[config.mk]
export PLATFORM = sky130hd
export DESIGN_NAME = cache_mem_arbiter
export DESIGN_NICKNAME = d
export VERILOG_FILES = /design/src/rtl/cache_mem_arbiter.sv
export SDC_FILE = /design/constraint.sdc
export NUM_CORES = 1
export LEC_CHECK = 0
export BUFFER_PORTS_ARGS = -buffer_cell sky130_fd_sc_hd__buf_2
export CAP_MARGIN = 10
export CORE_AREA = 10 10 96 98
export CTS_CLUSTER_SIZE = 24
export DETAILED_ROUTE_END_ITERATION = 8
export DIE_AREA = 0 0 106 108
export PLACE_DENSITY = 0.67
export SLEW_MARGIN = 20
export SYNTH_ARGS = -nofsm -noshare
export SYNTH_HDL_FRONTEND = slang
export SYNTH_SLANG_ARGS = --single-unit
[constraint.sdc]
create_clock -name CLK -period 1.9 [get_ports CLK]
set_input_delay 0.095 -clock CLK [delete_from_list [all_inputs] [get_ports CLK]]
set_output_delay 0.095 -clock CLK [all_outputs]
set_load 0.02 [all_outputs]
[src/rtl/cache_mem_arbiter.sv]
// rtl/cache_mem_arbiter.sv - shares one RAM port between icache and dcache block bursts.
// Round-robin grant on contention, WORDS-word burst sequencing, abort on dropped request.
module cache_mem_arbiter #(
  parameter int WORDS  = 4,
  parameter int ADDR_W = 32,
  parameter int DATA_W = 32
) (
  input  logic                       CLK,
  input  logic                       RST,
  input  logic                       iREN,
  input  logic [ADDR_W-1:0]          iaddr,
  output logic [DATA_W-1:0]          iload,
  output logic                       iwait,
  output logic [$clog2(WORDS)-1:0]   iword,
  output logic                       idone,
  input  logic                       dREN,
  input  logic                       dWEN,
  input  logic [ADDR_W-1:0]          daddr,
  input  logic [DATA_W-1:0]          dstore,
  output logic [DATA_W-1:0]          dload,
  output logic                       dwait,
  output logic [$clog2(WORDS)-1:0]   dword,
  output logic                       ddone,
  output logic                       ramREN,
  output logic                       ramWEN,
  output logic [ADDR_W-1:0]          ramaddr,
  output logic [DATA_W-1:0]          ramstore,
  input  logic [DATA_W-1:0]          ramload,
  input  logic                       ramready
);

  localparam int CW  = $clog2(WORDS);
  localparam int LSB = CW + 2;
  localparam logic [ADDR_W-1:0] BASE_MASK = ~(ADDR_W'((1 << LSB) - 1));

  typedef enum logic [1:0] {IDLE, IBURST, DBURST} state_t;

  state_t          r_state;
  logic [CW-1:0]   r_count;
  logic            r_last_d;

  logic              w_ireq;
  logic              w_dreq;
  logic              w_grant_d;
  logic              w_active;
  logic              w_xfer;
  logic              w_last;
  logic [ADDR_W-1:0] w_offset;
  logic [ADDR_W-1:0] w_ibase;
  logic [ADDR_W-1:0] w_dbase;

  assign w_ireq    = iREN;
  assign w_dreq    = dREN | dWEN;
  // On contention the side that did not win last time gets the port.
  assign w_grant_d = w_dreq & (~w_ireq | ~r_last_d);
  assign w_active  = ((r_state == IBURST) & w_ireq) | ((r_state == DBURST) & w_dreq);
  assign w_xfer    = w_active & ramready;
  assign w_last    = (r_count == CW'(WORDS - 1));
  assign w_offset  = {{(ADDR_W - LSB){1'b0}}, r_count, 2'b00};
  assign w_ibase   = iaddr & BASE_MASK;
  assign w_dbase   = daddr & BASE_MASK;

  assign iload = ramload;
  assign dload = ramload;

  always_ff @(posedge CLK or posedge RST) begin
    if (RST) begin
      r_state  <= IDLE;
      r_count  <= '0;
      r_last_d <= 1'b0;
    end else begin
      case (r_state)
        IDLE: begin
          r_count <= '0;
          if (w_ireq | w_dreq) begin
            r_state  <= w_grant_d ? DBURST : IBURST;
            r_last_d <= w_grant_d;
          end
        end
        IBURST, DBURST: begin
          if (!w_active) begin
            r_state <= IDLE;
            r_count <= '0;
          end else if (ramready) begin
            if (w_last) begin
              r_state <= IDLE;
              r_count <= '0;
            end else begin
              r_count <= r_count + CW'(1);
            end
          end
        end
        default: begin
          r_state <= IDLE;
          r_count <= '0;
        end
      endcase
    end
  end

  always_comb begin
    ramREN   = 1'b0;
    ramWEN   = 1'b0;
    ramaddr  = '0;
    ramstore = '0;
    iwait    = 1'b1;
    idone    = 1'b0;
    iword    = '0;
    dwait    = 1'b1;
    ddone    = 1'b0;
    dword    = '0;
    case (r_state)
      IBURST: begin
        ramREN  = w_ireq;
        ramaddr = w_ibase + w_offset;
        iword   = r_count;
        iwait   = ~w_xfer;
        idone   = w_xfer & w_last;
      end
      DBURST: begin
        // A write-back takes precedence when both dcache strobes are up.
        ramWEN   = dWEN;
        ramREN   = dREN & ~dWEN;
        ramaddr  = w_dbase + w_offset;
        ramstore = dWEN ? dstore : '0;
        dword    = r_count;
        dwait    = ~w_xfer;
        ddone    = w_xfer & w_last;
      end
      default: begin
        ramREN = 1'b0;
      end
    endcase
  end

endmodule

## After elaboration in Yosys (flattened, before gate mapping)

Index checks and enable logic that the tools add are counted.

| storage, ports and cells | value |
|---|---|
| bits in latches | 0 |
| input bits | 134 |
| memories kept | 0 |
| logic and storage cells | 51 |
| RAM bits | 0 |
| register bits after elaboration | 5 |
| ROM bits | 0 |

| operators by class | value |
|---|---|
| eq/ne operators | 6 |
| bitwise logic cells | 14 |
| mux-type cells | 21 |
| divide/modulo/power cells | 0 |
| add/sub/neg operators | 3 |
| $mul | 0 |
| reductions and logical operators | 4 |
| shifts and indexed selects | 0 |
| order comparisons | 0 |

Operators by type and width:

| kind | count |
|---|---|
| $add 32x4->32 | 2 |
| $mux 32 | 2 |
| $pmux 32 s2 | 1 |
| $mux 2 | 11 |
| $and 1x1->1 | 6 |
| $ne 3x3->1 const B | 2 |
| $mux 1 | 5 |
| $eq 2x2->1 const B | 2 |
| $not 1->1 | 4 |
| $or 1x1->1 | 4 |
| $pmux 2 s2 | 1 |
| $reduce_and 3->1 | 1 |
| $add 2x1->2 const B | 1 |
| $eq 2x1->1 const B | 1 |
| $logic_not 2->1 | 1 |
| $ne 2x2->1 const B | 1 |
| $pmux 1 s2 | 1 |
| $reduce_and 2->1 | 1 |
| $reduce_or 2->1 | 1 |

## Depth between registers and ports, before layout

Gate-level depths: netlist (run 1).

| depth | value |
|---|---|
| depth after elaboration | 6 |
| gate-level depth with buffers | 6 |
| mapped depth without buffers | 5 |

## Least setup slack after synthesis (run 1)

Ideal clock, no wire load.

| timing path | value |
|---|---|
| path type | flip-flop to output port |
| start | reg r_state[0] |
| end | out ramaddr[10] |
| arrival time | 1424 ps |
| buffers on the path | 2 |
| cell stages (with the launch flop) | 7 |
| data required time | 1805 ps |
| slack | 381 ps |
| path through | dfrtp_1 inv_1 ha_1 buf_2 buf_2 a22oi_1 nor2b_1 |

| on the way | value |
|---|---|
| longest elaborated chain between the ends | 2 |
| elaborated cells on any way between the ends | 3 |
| classes of those cells | eq/ne (2); mux (1) |

Ends and longest elaborated chain:

| element | RTL line | source |
|---|---|---|
| from (decl) | 38 | `state_t r_state;` |
| from (signal assigned) | 76 | `r_state <= w_grant_d ? DBURST : IBURST;` |
| $eq 2x2->1 / $eq 2x1->1 (equally long branches) | 112 | `case (r_state)` |
| $pmux 32 s2 (*) | 112 |  |
| to (decl) | 26 | `output logic [ADDR_W-1:0] ramaddr,` |

Every way passes the cells marked *; elsewhere a longest branch is shown, timed or not.

## Worst setup path after layout (run 1)

| timing path | value |
|---|---|
| start | reg r_state[1] |
| end | out idone |

| on the way | value |
|---|---|
| longest elaborated chain between the ends | 6 |
| elaborated cells on any way between the ends | 8 |
| classes of those cells | eq/ne (2); mux (1); bitwise (5) |

Ends and longest elaborated chain:

| element | RTL line | source |
|---|---|---|
| $eq 2x1->1 / $eq 2x2->1 (equally long branches) | 56, 112 |  |
| $and 1x1->1 | 56 | `assign w_active = ((r_state == IBURST) & w_ireq) \| ((r_state == DBURST) & w_dreq);` |
| $or 1x1->1 | 56 |  |
| $and 1x1->1 | 57 | `assign w_xfer = w_active & ramready;` |
| $and 1x1->1 | 118 | `idone = w_xfer & w_last;` |
| $mux 1 (*) | 112 |  |
| to (decl) | 15 | `output logic idone,` |

Marked as above.

==> results of run 1 <==
per-layer routing:
layer,vias to the layer above,track usage (%),wire [µm]
met4,0,3.19,110
met3,17,4.52,716
met1,806,10.6,2400
met2,100,17.8,3350
li1,885,-,-
met5,-,0,0
repair_timing:
item                                    4_1_cts  5_1_grt
resized for setup                             0        6
hold buffers                                  1        0
hold endpoints to repair                      5        0
endpoints found under the setup margin        0       21
state kept, by name (all words and copies together) (netlist names):
register  count
r_count       2
r_last_d      1
r_state       2
area by class of cell:
type | instances | area, µm²
fillers | 832 | 5340
clock buffers | 4 | 45.0
repair buffers | 170 | 902
inverters | 3 | 11.3
well taps | 102 | 128
multi-input cells | 131 | 900
flip-flops and latches | 5 | 126
worst register-to-register path: stages, from the launching register on:
cell,delay [ns]
dfrtp_1,0.40
inv_1,0.14
ha_2,0.33
buf_12,0.17
o21ai_1,0.17
o221ai_1,0.18
worst max path at each step:
stage               start           to  slack (ns)  cells after the start
2_1_floorplan  r_state[0]  ramaddr[10]        0.38                      6
3_3_place_gp   r_state[0]  ramaddr[23]        0.29                      6
3_5_place_dp   r_state[0]  ramaddr[23]        0.24                      6
4_1_cts        r_state[0]  ramaddr[23]       0.005                      6
5_1_grt        r_state[1]        idone      -0.007                      6
6_report       r_state[1]        idone        0.09                      6
power by group through the flow:
stage,logic (mW),clock network [mW],registers (mW)
global route,2.58,0.210,0.199
global placement,2.23,0,0.184
CTS,2.30,0.202,0.184
finish,2.33,0.194,0.193
detailed placement,2.30,0,0.185
floorplan,1.72,0,0.176
metrics by stage:
stage	setup WS [ns]	TNS [ns]
after floorplan	0.381	0
after global placement	0.287	0
after detailed placement	0.239	0
after CTS	0.00497	0
after global routing	-0.00729	-0.0130
final	0.0879	0
kinds of logic (layout without fill, tap and decap cells):
| group | after synthesis | count (layout) | synth area share (%) |
|---|---|---|---|
| DFF | 5 | 5 | 7.90 |
| other | 1 | 2 | 0.237 |
| adders and majority gates | 4 | 4 | 3.16 |
| and+or+nand+nor | 83 | 83 | 32.1 |
| buffers and inverters | 86 | 177 | 36.5 |
| muxes | 2 | 2 | 1.26 |
| AOI/OAI and AO/OA | 40 | 40 | 18.8 |
layout by cell type, fill, tap and decap left out, types with 2 or more instances in the layout:
cell type / count
a22oi_1: 28
and2_1: 6
and3_1: 32
and4_1: 2
buf_12: 2
buf_2: 165
clkbuf_8: 3
conb_1: 2
dfrtp_1: 4
ha_1: 2
inv_1: 3
mux2i_1: 2
nand2_1: 5
nand3_1: 2
nand4b_1: 2
nor2_1: 4
nor2b_1: 28
o21a_1: 4
o21ai_0: 2
o221ai_1: 2
==> run metrics, run 1 <==
status=complete, no violations; r2r endpoint=r_state[1]; Sink Count=5; overall power=2.71 mW; gr usage total=between 10% and 20%; Setup crit end kind=output pin; Hold Crit Start=ramload[27]; DRT Pass-1 Iters=4; Clock transition at path regs=around 0.03 ns; Fin Hold WS=between 0.15 and 0.2 ns; Hold Path End=dload[27]; P&R area growth vs syn=33.3%; r2r setup slk=approximately 0.36 ns; number of flops mapped to enable cells by yosys=0; Net Sw Power=1.44 mW; cell with the most instances after synthesis=buf_4; leakage power=1.30 nW; worst r2r src=r_state[0]; Post-CTS Setup Bufs=0; I/O Pins=around 270; sequential share of power=7.1%; R2R cell count=5; initial antenna violation count=0; Crit path largest cell delay=approximately 0.4 ns; Comb pwr share=85.8%; Min-Delay Path Class=in -> out; H-tree levels=1; Max Cap Violations=0; Longest Clk Path Bufs=2; WP data required=between 1.5 and 2 ns; Synth Cell Area=around 0.0016 mm²; number of buffers created by CTS=3; min Tclk post-route=1.81 ns; Post-Synthesis Cells=roughly 220; root cell of the clock tree=clkbuf_8; core area=0.00745 mm²; Final GP Congestion=0.798; post-synthesis area per instance=a little over 7 µm²; routed len/inst=about 16 µm; DP Area=roughly 0.0020 mm²; CP bufs+invs=2; Final Hold Fails=0; synth unique cells=26; Die Span Y=108 µm; placed cell count=410; dpl hpwl=about 5600 µm; fraction of layout cells with a size suffix above 1=between 50% and 60%; Clk Latency, worst-skew pair=between 0.2 and 0.25 ns; DRT antenna net count=0; clock network power share=under 10%; Async S/R FF share, synth=100%; Hold Crit Depth=0; Die X-Extent=between 100 and 150 µm; clock skew=0.00306 ns; worst vdd ir=~0.0006 V; largest net degree at the start of global routing=42; area share of the largest cell type after synthesis=a little under a third; critical-path cell list=inv_1 -> ha_1 -> and2_1 -> or2_4 -> and4_1 -> buf_2; WP data arrival=1.72 ns; final cycle utilization of the critical path=between 90% and 100%; CP Class=reg -> out; Initial Util=around a fifth; Pwr Density=between 1000 and 1500 mW/mm²; Synth Register Bits=5; vias per cell=4.36; family with the most delay on the worst path=simple AND/OR/NAND/NOR gates; Post-synth top cells=buf_4 (66), and3_1 (32), a22oi_1 (28), nor2b_1 (28), clkbuf_1 (11); # rows=32; Setup violations, final=0; first-pass GRT wire length=between 9000 and 10000 µm; vias in the first global route=around 1.9k; die area=0.0114 mm²; CTS tree=built; post-route cell area=0.00211 mm²; fmax=approximately 550 MHz; via count=1808; total grt overflow=0; number of port buffers=between 150 and 200; Worst path slowest cell=dfrtp_2; Iter 0 DRT Violations=53; area leader, netlist=buf_4; sw frac=between 50% and 60%; Final nets=between 400 and 500; warnings from Yosys=0; routed wire length=~6600 µm; final core utilization=between 20 and 30%; Diodes inserted=0; RSZ-0062 raised after global routing=true; Non-Filler Instances=415; Setup crit start kind=flop; Seq/Total Area, Yosys=~7.9%; Post-synth top flop=dfrtp_1; Area contributors post-synth=buf_4 (31%), a22oi_1 (13%), and3_1 (13%); DRC Markers=0; Max Fanout on Critical Path=4; fin. max-slew vios=0; P_int=1.27 mW
No activity file was read; power rests on OpenSTA's default activity.
==> inputs of run 2 (changes only) <==
--- a/config.mk
+++ b/config.mk
@@ -7,11 +7,10 @@
 export LEC_CHECK = 0
 export BUFFER_PORTS_ARGS = -buffer_cell sky130_fd_sc_hd__buf_2
 export CAP_MARGIN = 10
-export CORE_AREA = 10 10 96 98
+export CORE_AREA = 10 10 98 100
 export CTS_CLUSTER_SIZE = 24
 export DETAILED_ROUTE_END_ITERATION = 8
-export DIE_AREA = 0 0 106 108
-export PLACE_DENSITY = 0.67
+export DIE_AREA = 0 0 108 110
 export SLEW_MARGIN = 20
 export SYNTH_ARGS = -nofsm -noshare
 export SYNTH_HDL_FRONTEND = slang
==> constraint.sdc (replaced) <==
create_clock -name CLK -period 2.1 [get_ports CLK]
set_input_delay 0.105 -clock CLK [delete_from_list [all_inputs] [get_ports CLK]]
set_output_delay 0.105 -clock CLK [all_outputs]
set_load 0.02 [all_outputs]
==> run 2 against run 1 <==
Combinational power decreased by 16%. Cell area decreased by 2.4%. First-iteration DRC count increased by 25%. Sequential power decreased by 12%. Register-to-register slack better by 0.20 ns. Critical path depth is the same. Via count is 0.61% higher. Setup slack better by 0.18 ns. Non-clock buffer count is the same. Clock skew decreased by 0.0026 ns. Global-route usage increased by 0.29 points. Sequential share of layout area is 0.085 points higher.
==> run metrics, run 2 (synthesis gave the netlist of run 1 again) <==
root cell of the clock tree=clkbuf_8; Max Fanout on Critical Path=44; Hold Path End=dload[18]; worst r2r src=r_state[0]; # rows=32; Max Cap Violations=0; P&R area growth vs syn=30.2%; min Tclk post-route=about 1.8 ns; Pwr Density=roughly 1100 mW/mm²; WP data arrival=approximately 1.7 ns; routed len/inst=about 17 µm; commonest non-fill, non-tap cells in the layout=buf_2 (165), and3_1 (32), a22oi_1 (28), nor2b_1 (28), and2_1 (6); DRT Pass-1 Iters=4; Setup violations, final=0; Clk Latency, worst-skew pair=~0.22 ns; Min-Delay Path Class=in -> out; Longest Clk Path Bufs=2; I/O Pins=approximately 270; Post-CTS Setup Bufs=0; fmax=545 MHz; Iter 0 DRT Violations=66; Initial Util=about a fifth; R2R cell count=5; dpl hpwl=about 5900 µm; met1 Use GR=between 10% and 20%; leakage power=1.29 nW; core area=0.00765 mm²; clock skew=about 0.00048 ns; CTS tree=built; final cycle utilization of the critical path=between 80% and 90%; gr usage total=between 10 and 15%; Die X-Extent=around 110 µm; H-tree levels=1; vias per cell=between 4 and 5; Hold Crit Start=ramload[18]; fraction of layout cells with a size suffix above 1=approximately 56%; Crit path largest cell delay=~0.41 ns; total grt overflow=0; Final nets=between 400 and 500; fin. max-slew vios=0; worst vdd ir=just over 0.0007 V; Top Usage Layer GRT=met2; overall power=2.31 mW; commonest non-fill, non-tap cell in the layout=buf_2; CP Class=reg -> out; r2r endpoint=r_state[0]; post-route cell area=~0.0021 mm²; biggest regs=r_count x2, r_state x2, r_last_d x1; Worst path slowest cell=dfrtp_1; CTS Hold Bufs=1; setup TNS=0 ns; number of buffers created by CTS=3; Diodes inserted=0; Final Hold Fails=0; post-cts sizing count=0; DRC Markers=0; largest net degree at the start of global routing=between 40 and 50; die area=0.0119 mm²; number of port buffers=165; WP data required=2.00 ns; DRT antenna net count=0; status=complete, no violations; RSZ-0062 raised after global routing=false; Clock transition at path regs=about 0.040 ns; via count=~1.8k; critical-path cell list=inv_1 -> ha_2 -> buf_4 -> and3b_1 -> o21a_1 -> buf_2; Hold Crit Depth=0; routed wire length=between 6000 and 7000 µm; Sink Count=5; first-pass GRT wire length=10100 µm; initial antenna violation count=0; Setup crit start kind=flop; r2r setup slk=~0.56 ns; GR Util met3=a little over 4%; Die Span Y=110 µm; Fillers=roughly 850; GR Layer Usage met2=a little under a fifth; Setup crit end kind=output pin; DP Area=0.00201 mm²; vias in the first global route=around 1.9k; Final GP Congestion=roughly 0.82
-- run 2: worst max path at each step --
stage | startpoint | endpoint | slack [ns]
6_report | r_state[0] | ramREN | 0.26
5_1_grt | r_state[1] | ramaddr[23] | 0.12
4_1_cts | r_state[0] | ramaddr[2] | 0.26
3_5_place_dp | r_state[0] | ramaddr[2] | 0.51
3_3_place_gp | r_state[0] | ramREN | 0.54
2_1_floorplan | r_state[0] | ramaddr[10] | 0.57
-- run 2: layout make-up --
| class | instances | area (µm²) | area share, % |
|---|---|---|---|
| Inverter | 3 | 11.3 | 0.546 |
| Clock buffer | 4 | 45.0 | 2.18 |
| Tap cell | 102 | 128 | 6.19 |
| Sequential cell | 5 | 125 | 6.07 |
| Multi-Input combinational cell | 131 | 887 | 43.0 |
| Timing Repair Buffer | 170 | 866 | 42.0 |
-- run 2: metal layers --
metal  share of wire (%)  up-vias  wire length, µm
li1                    -      878                -
met1                  35      807             2470
met2                  50      108             3480
met3                  12       26              807
met4                 3.3        0              230
met5                   0        -                0
-- run 2: worst max-delay path: cells and delay by family, from the launching register on --
| kind | cells | cell delay [ns] |
|---|---|---|
| flops | 1 | 0.41 |
| fa+ha+maj | 1 | 0.19 |
| compound gates | 1 | 0.10 |
| simple gates | 1 | 0.22 |
| buf+inv | 3 | 0.59 |
-- run 2: where the power goes --
part,switching [mW],internal (mW),total (mW)
clock network,0.0498,0.131,0.180
registers,0.0378,0.132,0.170
logic,1.20,0.759,1.96
total,1.29,1.02,2.31
-- run 2: through the flow --
step | hold slack [ns] | util (%) | instances | worst slack [ns]
after global routing | 0.210 | 27.0 | 415 | 0.125
after global placement | 0.00823 | 26.2 | 410 | 0.544
after CTS | 0.210 | 27.0 | 415 | 0.256
after detailed placement | 0.0106 | 26.2 | 410 | 0.509
after floorplan | -0.116 | - | 222 | 0.571
final | 0.210 | 27.0 | 415 | 0.264
